[config.mk]
export PLATFORM = sky130hd
export DESIGN_NAME = regfile_wb_arbiter
export DESIGN_NICKNAME = d
export VERILOG_FILES = /design/src/rtl/regfile_wb_arbiter.sv
export SDC_FILE = /design/constraint.sdc
export NUM_CORES = 1
export LEC_CHECK = 0
export CORE_ASPECT_RATIO = 0.9
export CORE_MARGIN = 3
export CORE_UTILIZATION = 45
export DETAILED_ROUTE_END_ITERATION = 6
export MAX_ROUTING_LAYER = met4
export PLACE_DENSITY = 0.72
export RECOVER_POWER = 100
export REMOVE_ABC_BUFFERS = 1
export SLEW_MARGIN = 20
export SYNTH_ARGS = -nofsm -noshare
export SYNTH_HDL_FRONTEND = slang
export SYNTH_SLANG_ARGS = --single-unit
[constraint.sdc]
create_clock -name clk -period 2.5 [get_ports clk]
set_input_delay 0.5 -clock clk [delete_from_list [all_inputs] [get_ports clk]]
set_output_delay 0.5 -clock clk [all_outputs]
set_load 0.05 [all_outputs]
[src/rtl/regfile_wb_arbiter.sv]
`default_nettype none
// +----------------------------------------------------------------------------+
// | Module   : regfile_wb_arbiter                                              |
// | Purpose  : Shares the single register-file write port between the ALU     |
// |            writeback (port 0) and the load/memory writeback (port 1).      |
// |            Each port owns a 1-entry holding register behind a valid/ready  |
// |            handshake. Same-address writes drain oldest first, x0 writes    |
// |            are discarded at the handshake, and read-after-write hazards    |
// |            are flagged for entries still waiting in a hold.                |
// | Option   : WB_ROUND_ROBIN_EN - when defined, different-address contention |
// |            alternates between ports; otherwise port 0 always wins.        |
// | Ports    : clk, arst_n (async, active-low)                                 |
// |            req0_valid/addr/data -> req0_ready   ALU writeback             |
// |            req1_valid/addr/data -> req1_ready   MEM writeback             |
// |            raddr_1, raddr_2     -> hazard       decode-stage hazard check |
// |            rf_reg_write, rf_waddr, rf_wdata     registered RF write port  |
// | Revision : 1.0 - initial release                                           |
// +----------------------------------------------------------------------------+
module regfile_wb_arbiter #(
   parameter int DATA_W = 16,
   parameter int ADDR_W = 5
) (
   input  logic              clk,
   input  logic              arst_n,
   input  logic              req0_valid,
   input  logic [ADDR_W-1:0] req0_addr,
   input  logic [DATA_W-1:0] req0_data,
   output logic              req0_ready,
   input  logic              req1_valid,
   input  logic [ADDR_W-1:0] req1_addr,
   input  logic [DATA_W-1:0] req1_data,
   output logic              req1_ready,
   input  logic [ADDR_W-1:0] raddr_1,
   input  logic [ADDR_W-1:0] raddr_2,
   output logic              hazard,
   output logic              rf_reg_write,
   output logic [ADDR_W-1:0] rf_waddr,
   output logic [DATA_W-1:0] rf_wdata
);

   localparam logic [ADDR_W-1:0] c_ZERO_ADDR = '0;

   // Holding registers
   logic              r_h0_valid;
   logic [ADDR_W-1:0] r_h0_addr;
   logic [DATA_W-1:0] r_h0_data;
   logic              r_h1_valid;
   logic [ADDR_W-1:0] r_h1_addr;
   logic [DATA_W-1:0] r_h1_data;

   // 1 = hold1 was loaded before hold0 (only meaningful when both are valid)
   logic              r_age;

   logic              w_both;
   logic              w_same_addr;
   logic              w_pick1;      // winner of different-address contention
   logic              w_grant0;
   logic              w_grant1;
   logic              w_load0;
   logic              w_load1;
   logic              w_stay1;
   logic              w_h0_next;
   logic              w_h1_next;
   logic              w_hz0;
   logic              w_hz1;

   assign w_both      = r_h0_valid & r_h1_valid;
   assign w_same_addr = (r_h0_addr == r_h1_addr);

`ifdef WB_ROUND_ROBIN_EN
   logic r_rr;

   assign w_pick1 = r_rr;

   // Pointer only moves when a different-address conflict was resolved by it
   always_ff @(posedge clk or negedge arst_n) begin
      if (!arst_n) begin
         r_rr <= 1'b0;
      end else if (w_both && !w_same_addr) begin
         r_rr <= ~r_rr;
      end
   end
`else
   assign w_pick1 = 1'b0;
`endif

   // At most one grant per cycle
   always_comb begin
      w_grant0 = 1'b0;
      w_grant1 = 1'b0;
      if (w_both) begin
         if (w_same_addr) begin
            w_grant1 = r_age;
            w_grant0 = ~r_age;
         end else begin
            w_grant1 = w_pick1;
            w_grant0 = ~w_pick1;
         end
      end else begin
         w_grant0 = r_h0_valid;
         w_grant1 = r_h1_valid;
      end
   end

   // A hold that drains this cycle can take a new entry on the same edge
   assign req0_ready = ~r_h0_valid | w_grant0;
   assign req1_ready = ~r_h1_valid | w_grant1;

   // Writes to x0 complete the handshake but never occupy a hold
   assign w_load0 = req0_valid & req0_ready & (req0_addr != c_ZERO_ADDR);
   assign w_load1 = req1_valid & req1_ready & (req1_addr != c_ZERO_ADDR);

   assign w_h0_next = w_load0 | (r_h0_valid & ~w_grant0);
   assign w_h1_next = w_load1 | (r_h1_valid & ~w_grant1);
   assign w_stay1   = r_h1_valid & ~w_grant1;

   // hold1 is older if it is alone, or if it stayed while hold0 was (re)loaded.
   // Simultaneous loads make hold0 the older one.
   always_ff @(posedge clk or negedge arst_n) begin
      if (!arst_n) begin
         r_age <= 1'b0;
      end else begin
         r_age <= w_h1_next & (~w_h0_next | w_stay1);
      end
   end

   always_ff @(posedge clk or negedge arst_n) begin
      if (!arst_n) begin
         r_h0_valid <= 1'b0;
         r_h0_addr  <= '0;
         r_h0_data  <= '0;
         r_h1_valid <= 1'b0;
         r_h1_addr  <= '0;
         r_h1_data  <= '0;
      end else begin
         r_h0_valid <= w_h0_next;
         r_h1_valid <= w_h1_next;
         if (w_load0) begin
            r_h0_addr <= req0_addr;
            r_h0_data <= req0_data;
         end
         if (w_load1) begin
            r_h1_addr <= req1_addr;
            r_h1_data <= req1_data;
         end
      end
   end

   // Registered register-file write port; address/data hold when idle
   always_ff @(posedge clk or negedge arst_n) begin
      if (!arst_n) begin
         rf_reg_write <= 1'b0;
         rf_waddr     <= '0;
         rf_wdata     <= '0;
      end else begin
         rf_reg_write <= w_grant0 | w_grant1;
         if (w_grant0) begin
            rf_waddr <= r_h0_addr;
            rf_wdata <= r_h0_data;
         end else if (w_grant1) begin
            rf_waddr <= r_h1_addr;
            rf_wdata <= r_h1_data;
         end
      end
   end

   // Only held entries count; the output stage is bypassed inside the RF
   assign w_hz0 = r_h0_valid & (r_h0_addr != c_ZERO_ADDR) &
                  ((r_h0_addr == raddr_1) | (r_h0_addr == raddr_2));
   assign w_hz1 = r_h1_valid & (r_h1_addr != c_ZERO_ADDR) &
                  ((r_h1_addr == raddr_1) | (r_h1_addr == raddr_2));
   assign hazard = w_hz0 | w_hz1;

endmodule
`default_nettype wire
==> After elaboration in Yosys (flattened, before gate mapping) <==
Cells that the tools add are included.
{ "word_totals": {"register_bits": 67, "in_bits": 56} }
{ "classes": {"eq_ne": 5, "muxes": 8, "bitwise_logic": 27, "n_reduce_logical": 5} }
{ "ops": {"columns": ["cell", "n"], "rows": [
  ["16-bit two-way mux", 2],
  ["5-bit equality test", 5],
  ["5-bit nonzero test", 4],
  ["1-bit AND", 12],
  ["5-bit two-way mux", 2],
  ["1-bit bitwise OR", 9],
  ["1-bit inverter", 6],
  ["1-bit two-way mux", 4],
  ["2-bit nonzero test", 1]
]} }

==> Logic depth before layout (Yosys ltp) <==
{ "logic_depth": {"ltp_word": 10, "mapped_depth": 7} }

==> Worst setup path after synthesis <==
Ideal clock, no wire load.
{ "synth_timing": {"kind": "register to output", "from": "register r_h1_valid", "to": "output hazard", "arrival_ns": 2.002, "slack_ns": -0.002, "stages_incl_launch_ff": 6, "path_cell_list": "dfrtp_1 buf_2 buf_1 clkbuf_1 o21ai_0 o22ai_1"} }
{ "synth_between": {"elab_chain_cells": 3} }
{ "synth_lines": {"columns": ["element", "line", "rtl"], "rows": [
  ["start, declared", "47", "logic r_h1_valid;"],
  ["start signal, assigned", "137", "r_h1_valid <= w_h1_next;"],
  ["1-bit AND (2 in a row)", "170", "assign w_hz1 = r_h1_valid & (r_h1_addr != c_ZERO_ADDR) &"],
  ["1-bit bitwise OR", "172", "assign hazard = w_hz0 | w_hz1;"],
  ["end, declared", "35", "output logic hazard,"]
]} }
Every way passes these cells.

==> Final worst setup path <==
{ "layout_timing": {"from": "input req1_addr[1]", "to": "register r_h1_data[4]"} }
{ "layout_between": {"elab_chain_cells": 2} }
{ "layout_lines": {"columns": ["element", "line", "rtl"], "rows": [
  ["start, declared", "30", "input logic [ADDR_W-1:0] req1_addr,"],
  ["5-bit nonzero test", "111", "assign w_load1 = req1_valid & req1_ready & (req1_addr != c_ZERO_ADDR);"],
  ["1-bit AND", "111", null],
  ["end signal, assigned", "144", "r_h1_data <= req1_data;"],
  ["end, declared", "49", "logic [DATA_W-1:0] r_h1_data;"]
]} }
Every way passes these cells.
A chain may end at the register's enable or synchronous reset.

==> flow_summary.yaml <==
outcome:
  status: "finished, final reports clean"
routing:
  drt-initial-drc-count: 122
  ant_nets: 0
  drtPass1Iterations: 4
  vias_per_cell: 5.50
  drc: 0
  wl_um: 8670
  vias: 2705
  avgRoutedWirePerCell_um: 17.6
synthesis:
  synth_top_area_cell: "dfrtp_1"
  ys.flop_type: "dfrtp_1"
  ys_top_cells_by_area: "dfrtp_1 46%, mux2_4 12%, xor2_1 4.8%"
  syn_area_um2: 3680
  async_flop_share_pct: 100
  ys_types: 42
  postSynthAreaPerCell_um2: 11.9
  ys_ff_latch: 67
  synth_top_area_share_pct: 45.6
  ys_seq_area_share_pct: 45.6
  syn_inst: 309
  yosys_warnings: 0
  synth_edf_count: 0
sta:
  finalHoldViolCount: 0
  rsz0062_at_grt: "false"
  maxSlewHeadroom_pct: 1.45
  hold_slack_ps: 461
  setup_slack_ps: 72.7
  setup_viol: 0
  fin_crit_sh_pct: 97.1
  skew_ps: 10.7
  period_needed_ps: 2430
  tightest_slew_ps: 1480
  max_freq_ghz: 0.412
  drv_slew: 0
clock_tree:
  cts-root-buf: "clkbuf_8"
  cts_tree: "done"
  clock_sinks: 67
  clk_pin_slew_ps: 80
  cts_buffer_depth: 2
  clkLatencyLatePin_ps: 350
  cts.htree.levels: 3
  cts_made_buffers: 9
grt:
  overflow: 0
  grt_pass1_vias: 2846
  grt_max_degree: 35
  grt_use_total_pct: 20.5
  grt_pass1_wl_um: 14400
  antenna_found_initial: 0
pwr:
  peakVddDrop_mv: 0.341
  leakage_nw: 1.86
  fin_total_pwr_mw: 3.62
  cellPowerDensity_nw_per_um2: 777
setup_path:
  crit_required_ps: 2730
  critPathLaunchType: "input pin"
  critPathLaunch: "req1_addr[1]"
  crit_fanout: 9
  worstSetupEndpointType: "register"
  r2r_start: "r_h1_valid"
  worst_ep_arrival_time_ps: 2650
  critical_path_class: "in2reg"
worst_hold_path:
  hp-class: "in2async"
placement:
  hpwl_um: 6160
  dp_slack_ps: 46.4
  place_area_um2: 4510
  io_buffer_count: 80
  gp_congestion: 0.851
  dp_cells: 467
finish:
  layout.cells.non_filler: 492
  final_nets: 447
  drive_above_1_share_pct: 17.9
  area_growth_pct: 26.6
  antennaDiodeCount: 0
  fillers: 646
  post-route-cell-area_um2: 4660
floorplanning:
  initial_core_util_pct: 47.6
  pin_count: 81
  die_w_um: 101
  die_h_um: 91.8
  die_area_um2: 9300
  fp-row-count: 30
  core_um2: 7730
run:
  max-cap-violations: 0
==> per-layer routing <==
layer | routed length [um] | global-route usage, % | vias up
met1 | 3970 | 27.7 | 1358
met5 | 0 | - | -
met4 | 105 | 5.87 | 0
met3 | 356 | 4.64 | 9
met2 | 4240 | 31.0 | 62
li1 | - | - | 1276
==> sequential cells by signal, indices dropped and copies added, names as in the netlist <==
signal        cells
r_age             1
r_h0_addr         5
r_h0_data        16
r_h0_valid        1
r_h1_addr         5
r_h1_data        16
r_h1_valid        1
rf_reg_write      1
rf_waddr          5
rf_wdata         16
==> cells in the final DEF, fill, tap and decap left out, types with 10 or more instances in the layout <==
cell type / n
clkbuf_8: 10
dfrtp_1: 58
a21oi_1: 10
o21ai_0: 23
dlygate4sd3_1: 23
clkdlybuf4s50_1: 53
a211oi_1: 16
nor2b_1: 16
mux2_1: 20
xor2_1: 20
nand2_1: 18
buf_4: 16
==> cell usage after synthesis (4+ instances only) <==
| cell type | instances |
|---|---|
| dfrtp_1 | 67 |
| mux2_4 | 29 |
| o21ai_0 | 23 |
| xor2_1 | 20 |
| nand2_1 | 18 |
| a211oi_1 | 16 |
| nor2b_1 | 16 |
| clkbuf_1 | 12 |
| a21oi_1 | 10 |
| o31a_1 | 9 |
| a31oi_1 | 8 |
| nand4_1 | 8 |
| buf_4 | 7 |
| buf_6 | 7 |
| mux2_2 | 7 |
| mux2i_1 | 5 |
| nor3_1 | 5 |
| a22o_1 | 4 |
| nor2_1 | 4 |
| xnor2_4 | 4 |
==> per-stage QoR <==
step	TNS [ps]	utilization (%)
after global placement	0	58.4
after floorplan	-14550	-
after CTS	0	60.7
final	0	60.2
after detailed placement	0	58.4
after global routing	0	60.2
==> where the power goes <==
part	leakage, nW	total, mW	switching [mW]	internal (mW)
Combinational	1.01	1.31	0.721	0.594
Sequential	0.773	1.52	0.215	1.31
Clock	0.0807	0.781	0.394	0.387
Total	1.86	3.62	1.33	2.29
==> cells by family (layout without fill, tap and decap cells) <==
family | after synthesis | count (layout) | share of synthesized area [%]
and+or+nand+nor | 61 | 61 | 9.49
AOI/OAI and AO/OA | 82 | 82 | 15.4
muxes | 41 | 41 | 15.3
xor gates and xnor gates | 25 | 25 | 8.20
DFF | 67 | 67 | 45.6
buffers and inverters | 33 | 120 | 6.02
==> cell type report <==
type | count | area [um2] | area share (%)
Clock inverter | 2 | 12.5 | 0.269
Clock buffer | 14 | 153 | 3.28
Timing Repair Buffer | 101 | 972 | 20.9
Multi-Input combinational cell | 209 | 1700 | 36.5
Tap cell | 96 | 120 | 2.58
Sequential cell | 67 | 1690 | 36.2
Inverter | 3 | 11.3 | 0.242
==> final timing paths <==
check                                    end  slack (ps)  cells past startpoint
worst min register to register  r_h0_data[5]         490                      1
worst max register to register   rf_wdata[9]         220                      4
min in group clk                r_h0_data[5]         490                      1
max in group asynchronous        rf_wdata[2]         630                      2
worst min-delay path              r_h0_valid         460                      1
worst max-delay path            r_h1_data[4]          70                      6
==> timing repair <==
item | in CTS | in global routing
gates resized for setup | 10 | 4
buffers inserted | 0 | 9
hold buffers | 0 | 0
endpoints found under the setup margin | 2 | 2
==> critical path: stages <==
cell           delay, ps
dlygate4sd3_1        560
or4_1                510
o21ai_0              410
a211oi_4             170
buf_12               190
mux2_1               310
No activity file was read; power rests on OpenSTA's default activity.
